[config.mk]
export PLATFORM = sky130hd
export DESIGN_NAME = rc_channel_scheduler
export DESIGN_NICKNAME = d
export VERILOG_FILES = /design/src/rtl/rc_channel_scheduler.sv
export SDC_FILE = /design/constraint.sdc
export NUM_CORES = 1
export LEC_CHECK = 0
export ABC_AREA = 1
export BUFFER_PORTS_ARGS = -buffer_cell sky130_fd_sc_hd__buf_2
export CAP_MARGIN = 20
export CORE_UTILIZATION = 35
export CTS_CLUSTER_SIZE = 28
export DETAILED_ROUTE_END_ITERATION = 16
export PLACE_DENSITY_LB_ADDON = 0.12
export RECOVER_POWER = 25
export SYNTH_ARGS = -nofsm -noshare
export SYNTH_HDL_FRONTEND = slang
export SYNTH_SLANG_ARGS = --single-unit
[constraint.sdc]
create_clock -name clock_i -period 2.72 [get_ports clock_i]
set_input_delay 0.68 -clock clock_i [delete_from_list [all_inputs] [get_ports clock_i]]
set_output_delay 0.68 -clock clock_i [all_outputs]
set_load 0.005 [all_outputs]
[src/rtl/rc_channel_scheduler.sv]
// rtl/rc_channel_scheduler.sv - round-robin RC PWM pulse-width scheduler
// One measurement engine shared across the PWM inputs, with hysteresis classification.
module rc_channel_scheduler #(
  parameter int NUM_CHANNELS       = 4,
  parameter int MAX_COUNTER_VALUE  = 2000,
  parameter int HIGH_COUNTER_VALUE = 1800,
  parameter int LOW_COUNTER_VALUE  = 1200,
  parameter int TIMEOUT_VALUE      = 25000,
  parameter int WIDTH_BITS         = 11
) (
  input  logic                    clock_i,
  input  logic                    reset_i,
  input  logic                    enable_i,
  input  logic [NUM_CHANNELS-1:0] channel_enable_i,
  input  logic [NUM_CHANNELS-1:0] pwm_i,
  output logic [NUM_CHANNELS-1:0] channel_state_o,
  output logic [NUM_CHANNELS-1:0] channel_valid_o,
  output logic [WIDTH_BITS-1:0]   width_o,
  output logic [1:0]              width_channel_o,
  output logic                    width_valid_o,
  output logic                    busy_o
);

  localparam logic [14:0]           TIMEOUT_LIM = 15'(TIMEOUT_VALUE);
  localparam logic [WIDTH_BITS-1:0] ABORT_LIM   = WIDTH_BITS'(MAX_COUNTER_VALUE + 1);
  localparam logic [WIDTH_BITS-1:0] HIGH_LIM    = WIDTH_BITS'(HIGH_COUNTER_VALUE);
  localparam logic [WIDTH_BITS-1:0] LOW_LIM     = WIDTH_BITS'(LOW_COUNTER_VALUE);

  typedef enum logic [2:0] {
    IDLE,
    WAIT_LOW,
    WAIT_RISE,
    MEASURE,
    EVAL,
    ADVANCE
  } state_t;

  state_t                  state, state_next;
  logic [NUM_CHANNELS-1:0] sync_q1, sync_q2;
  logic [1:0]              ptr, ptr_next;
  logic [WIDTH_BITS-1:0]   width_cnt, width_cnt_next;
  logic [14:0]             timeout_cnt, timeout_cnt_next;
  logic                    meas_done, meas_fail;
  logic                    s_cur;
  logic [NUM_CHANNELS-1:0] valid_next, chan_state_next;

  // First enabled index strictly after 'from', wrapping; 'from' itself is checked last.
  function automatic logic [1:0] next_enabled(input logic [1:0] from,
                                               input logic [NUM_CHANNELS-1:0] mask);
    logic [1:0] result;
    logic [1:0] idx;
    result = from;
    for (int i = NUM_CHANNELS; i >= 1; i--) begin
      idx = from + 2'(i);
      if (mask[idx]) result = idx;
    end
    return result;
  endfunction

  assign s_cur  = sync_q2[ptr];
  assign busy_o = (state != IDLE);

  always_comb begin
    state_next       = state;
    ptr_next         = ptr;
    width_cnt_next   = width_cnt;
    timeout_cnt_next = timeout_cnt;
    meas_done        = 1'b0;
    meas_fail        = 1'b0;
    if (!enable_i) begin
      state_next       = IDLE;
      width_cnt_next   = '0;
      timeout_cnt_next = '0;
    end else begin
      case (state)
        IDLE: begin
          if (|channel_enable_i) begin
            ptr_next   = next_enabled(2'd3, channel_enable_i);
            state_next = WAIT_LOW;
          end
        end
        WAIT_LOW, WAIT_RISE: begin
          if (timeout_cnt >= TIMEOUT_LIM) begin
            meas_fail  = 1'b1;
            state_next = ADVANCE;
          end else begin
            timeout_cnt_next = timeout_cnt + 15'd1;
            if (state == WAIT_LOW && !s_cur) begin
              state_next = WAIT_RISE;
            end else if (state == WAIT_RISE && s_cur) begin
              width_cnt_next = WIDTH_BITS'(1);
              state_next     = MEASURE;
            end
          end
        end
        MEASURE: begin
          if (width_cnt >= ABORT_LIM) begin
            meas_fail  = 1'b1;
            state_next = ADVANCE;
          end else if (!s_cur) begin
            state_next = EVAL;
          end else if (width_cnt != '1) begin
            width_cnt_next = width_cnt + WIDTH_BITS'(1);
          end
        end
        EVAL: begin
          meas_done  = 1'b1;
          state_next = ADVANCE;
        end
        ADVANCE: begin
          width_cnt_next   = '0;
          timeout_cnt_next = '0;
          if (|channel_enable_i) begin
            ptr_next   = next_enabled(ptr, channel_enable_i);
            state_next = WAIT_LOW;
          end else begin
            state_next = IDLE;
          end
        end
        default: state_next = IDLE;
      endcase
    end
  end

  // Widths inside the LOW..HIGH band keep the previous state (hysteresis).
  always_comb begin
    valid_next      = channel_valid_o;
    chan_state_next = channel_state_o;
    if (meas_done) begin
      valid_next[ptr] = 1'b1;
      if (width_cnt >= HIGH_LIM) begin
        chan_state_next[ptr] = 1'b1;
      end else if (width_cnt <= LOW_LIM) begin
        chan_state_next[ptr] = 1'b0;
      end
    end
    if (meas_fail) valid_next[ptr] = 1'b0;
    valid_next = valid_next & channel_enable_i;
  end

  always_ff @(posedge clock_i or posedge reset_i) begin
    if (reset_i) begin
      sync_q1         <= '0;
      sync_q2         <= '0;
      state           <= IDLE;
      ptr             <= '0;
      width_cnt       <= '0;
      timeout_cnt     <= '0;
      channel_state_o <= '0;
      channel_valid_o <= '0;
      width_o         <= '0;
      width_channel_o <= '0;
      width_valid_o   <= 1'b0;
    end else begin
      sync_q1         <= pwm_i;
      sync_q2         <= sync_q1;
      state           <= state_next;
      ptr             <= ptr_next;
      width_cnt       <= width_cnt_next;
      timeout_cnt     <= timeout_cnt_next;
      channel_state_o <= chan_state_next;
      channel_valid_o <= valid_next;
      width_valid_o   <= meas_done;
      if (meas_done) begin
        width_o         <= width_cnt;
        width_channel_o <= ptr;
      end
    end
  end

endmodule

Word level (Yosys, flattened, before mapping)
Cells that the tools add are included.
- bits in registers: 61
- input bits: 11
- logic and storage cells: 115
- $add $sub $neg: 5
- $lt $le $gt $ge: 9
- equality and inequality tests: 20
- muxes and demuxes: 49
- bitwise operators: 6
- reductions and logical operators: 15
- operator list (kind ; count):
    11-bit two-way mux ; 7
    11-bit case mux with 3 select lines ; 1
    15-bit two-way mux ; 2
    15-bit case mux with 2 select lines ; 1
    11-bit greater-or-equal comparator (second input constant) ; 2
    3-bit two-way mux ; 7
    3-bit != test (second input constant) ; 7
    4-bit two-way mux ; 4
    15-bit by 1-bit adder with 15-bit output (second input constant) ; 1
    15-bit greater-or-equal comparator (second input constant) ; 1
    3-bit case mux with 5 select lines ; 1
    2-bit two-way mux ; 7
    4-bit AND ; 3
    2-bit by 3-bit less-than comparator with 1-bit output (second input constant) ; 4
    1-bit two-way mux ; 12
    11-bit by 1-bit adder with 11-bit output (second input constant) ; 1
    11-bit <= comparator (second input constant) ; 1
    11-bit != test (second input constant) ; 1
    1-bit binary-select mux with 2-bit select ; 4
    4-bit != test (second input constant) ; 2
    4-bit OR ; 2
    7-bit AND reduction ; 1
    3-bit by 2-bit equality test with 1-bit output (second input constant) ; 2
    3-bit equality test (second input constant) ; 2
    22 further kinds ; 28

Longest topological paths before layout
- word-level depth: 9
- mapped depth: 12

Worst setup path after synthesis
OpenSTA, ideal clock, no wires.
- path kind: input-to-reg
- start point: input port channel_enable_i[1]
- end point: register state[0]
- setup time: 116 ps
- arrival time: 1477 ps
- setup slack: 1126 ps
- stages on the path: 10
- path buffers: 0
- cells stage by stage: inv_1 nand2_1 nor3_1 nand2_1 nand2_1 nand2_1 nand2_1 inv_1 nand2_1 nand2_1
- longest elaborated chain between the ends: 4
- RTL lines (item ; RTL line ; text):
    from (decl) ; 14 ; input logic [NUM_CHANNELS-1:0] channel_enable_i,
    4-bit OR reduction * ; 77, 113 ;
    1-bit two-way mux ; 113 ; if (|channel_enable_i) begin
    3-bit case mux with 5 select lines ; 75 ; case (state)
    3-bit two-way mux ; 70 ; if (!enable_i) begin
    to (signal assigned) ; 157 ; state <= state_next;
    to (decl) ; 38 ; state_t state, state_next;
Mark *: on every way between the ends. The rest lies on a longest branch, timed or not.
A chain may end at the register's enable or synchronous reset.

Final worst setup path
- start point: register state[0]
- end point: output port busy_o
- longest elaborated chain between the ends: 1
- RTL lines (item ; RTL line ; text):
    3-bit nonzero test ; 61 ; assign busy_o = (state != IDLE);
    to (decl) ; 21 ; output logic busy_o
Every way passes these cells.

==> out/metrics.cfg <==
[die]
die-area_um2=10600
num_io_pins=34
start_util_pct=36.2
die_x_um=103
rows=36
coreArea_um2=9820
die_y_um=103

[status]
status=complete, no violations

[global_routing]
grtUsageTotal_pct=18.1
grt_max_degree=37
antenna_found_initial=0
grt_pass1_wl_um=14500
first_global_vias=3037
grt_overflow=0

[synth]
synthMuxAreaShare_pct=0
synth_fp_nets=525
avgSynthCellArea_um2=7.03
netlist_instances=505
synth_simple_gate_area_share_pct=36.6
yosysSeqAreaShare_pct=43.0
netlist.area_leader.share_pct=43.0
yosys.area_share.adder_pct=3.17
synth_compound_area_share_pct=8.10
synth.distinct_cells=25
synth_top_family_by_area=simple AND/OR/NAND/NOR gates
synth_largest_area_cell=dfrtp_1
synth.ff_latch_count=61
ys_warn_count=0
synthXorXnorAreaFrac_pct=0.247
synthesis.area_um2=3550
synth.area.top_cells=dfrtp_1, nand2_1, nand3_1

[setup_path]
worst_ep_required_time_ns=2.04
reg2reg_from=ptr[0]
crit_start=state[0]
critPathCaptureType=primary output
cp-start-kind=register
crit_fanout=6
crit_arrival_ns=1.53
crit_type=register to primary output

[clocking]
post-cts-setup-buffers=0
cts_tree=done
cts_max_level=3
clock-sinks=61
post_cts_resized=0
clk_path_buf_depth=2
clk_pin_slew_worst_paths_ns=0.07
worstSkewPairLatency_ns=0.35
root_buffer=clkbuf_8
cts_made_buffers=9
ctsHoldBuffers=0

[flow_run]
max_cap_viol_count=0

[power_and_ir_drop]
power.density_nw_per_um2=714
p_int_uw=1720
switching_share_pct=39.7
ir_drop_v=0.000220
p_comb_share_pct=33.1
p_switching_uw=1130
pwr-share-clk_pct=24.1
seq_power_share_pct=42.8
total_leakage_power_uw=0.00202

[cells_and_area]
design_area_um2=4000
layout.nets=561
area_growth_pct=12.7
diodes=0
n_fill_cell=1058
drive_above_1_share_pct=11.4
post-route-util_pct=40.7

[detailed_routing]
wl_per_cell_um=12.9
drtIter0Drc=143
drcViolationCount=0
wirelength_um=8780
ant_nets=0
vias=3337
dr.pass1.iters=4
viasPerCell=4.91

[sta]
timing.final.crit_share_pct=81.3
final-hold-violation-count=0
finalCriticalPeriod_ns=2.21
clock.fmax_mhz=452
max-slew-margin-rel_pct=31.5
rsz0062_at_grt=no
worst_pin_slew_ns=1.03
finalSetupTns_ns=0
maxSlewViolCount=0
finalSetupViolCount=0
skew_ns=0.00675

[placement]
place_area_um2=3860
io_buffer_count=33
hpwl_um=6400
place.gp.congestion=0.843

[worst_hold_path]
hold_path_class=register to register
hold_start=sync_q1[0]

cells in the final DEF, fill, tap and decap left out:
cell type / n
a21o_1: 1
a21oi_1: 13
buf_2: 33
buf_4: 5
clkbuf_1: 2
clkbuf_2: 1
clkbuf_8: 9
clkinv_2: 4
clkinvlp_4: 1
dfrtp_1: 61
ha_1: 9
inv_1: 60
inv_2: 2
nand2_1: 159
nand2_2: 2
nand3_1: 49
nand3b_1: 2
nand4_1: 18
nor2_1: 47
nor2_2: 5
nor3_1: 17
nor4_1: 4
o211ai_1: 2
o21a_1: 1
o21ai_0: 34
o21ai_1: 3
o21bai_1: 1
xor2_1: 1
sequential cells by signal, summed over array words and instances, names as in the netlist, named ones only:
register and flops:
state 3, ptr 2, sync_q2 4, width_o 11, width_valid_o 1, width_cnt 11
sync_q1 4, width_channel_o 2, timeout_cnt 15, channel_valid_o 4
per-stage QoR:
stage	setup slack, ns	total power (µW)	instances	hold WS [ns]
3_3_place_gp	0.419	2190	663	0.332
3_5_place_dp	0.357	2200	663	0.335
6_report	0.508	2860	679	0.350
4_1_cts	0.482	2900	679	0.351
2_1_floorplan	0.527	1890	505	0.331
5_1_grt	0.246	3090	679	0.375
power groups by stage:
stage	clock (µW)	combinational [µW]	sequential, µW
final	690	946	1220
after global routing	746	1100	1250
after CTS	718	965	1220
after detailed placement	0	962	1240
after global placement	0	952	1240
after floorplan	0	691	1200
cell families (layout without fill, tap and decap cells):
logic type | after synthesis | after routing
flip-flops | 61 | 61
AO/OA/AOI/OAI | 55 | 55
AND/OR/NAND/NOR | 303 | 303
XOR/XNOR | 1 | 1
adder cells (fa/ha/maj) | 9 | 9
buffers and inverters | 76 | 117
synthesized netlist by cell type:
cell type	n
clkbuf_1	4
ha_1	9
nor3_1	17
dfrtp_1	61
buf_6	2
a21oi_1	13
inv_2	2
buf_2	6
nand2_2	2
a21o_1	1
nor2_2	5
nand2_1	159
nor2_1	47
o21bai_1	1
nand3b_1	2
inv_1	60
buf_4	2
nand3_1	49
o211ai_1	2
o21a_1	1
o21ai_0	34
o21ai_1	3
xor2_1	1
nand4_1	18
nor4_1	4
final cells by class:
type | count | area, µm² | share of cell area (%)
multi-input combinational | 368 | 1710 | 42.7
clock inverter | 5 | 27.5 | 0.688
inverter | 62 | 233 | 5.82
sequential | 61 | 1530 | 38.1
tap | 133 | 166 | 4.16
timing repair buffer | 39 | 208 | 5.19
clock buffer | 11 | 131 | 3.28
final timing paths:
kind                                        to  slack [ns]  depth (start not counted)
worst max-delay path                    busy_o        0.51                          5
worst min-delay path                sync_q2[0]        0.35                          0
worst max register to register    width_cnt[5]        0.53                          9
worst min register to register      sync_q2[0]        0.35                          0
max in group asynchronous       timeout_cnt[8]        0.70                          3
min in group asynchronous           width_o[3]        0.57                          2
worst max-delay path: stages, from the launching register on:
cell	delay, ns
dfrtp_1	0.45
nor2_2	0.23
inv_1	0.06
nor2_1	0.20
inv_1	0.11
buf_2	0.14
metal layers:
metal  share of wire, %  routed length, µm  global-route usage (%)  vias up
li1                   -                  -                       -     1703
met1                 48               4210                    23.5     1544
met2                 46               4070                    28.9       75
met3                4.0                347                    4.07       15
met4                1.7                149                    7.58        0
met5                  0                  0                       0        -
Note: power is estimated with default switching activity, not from simulation.
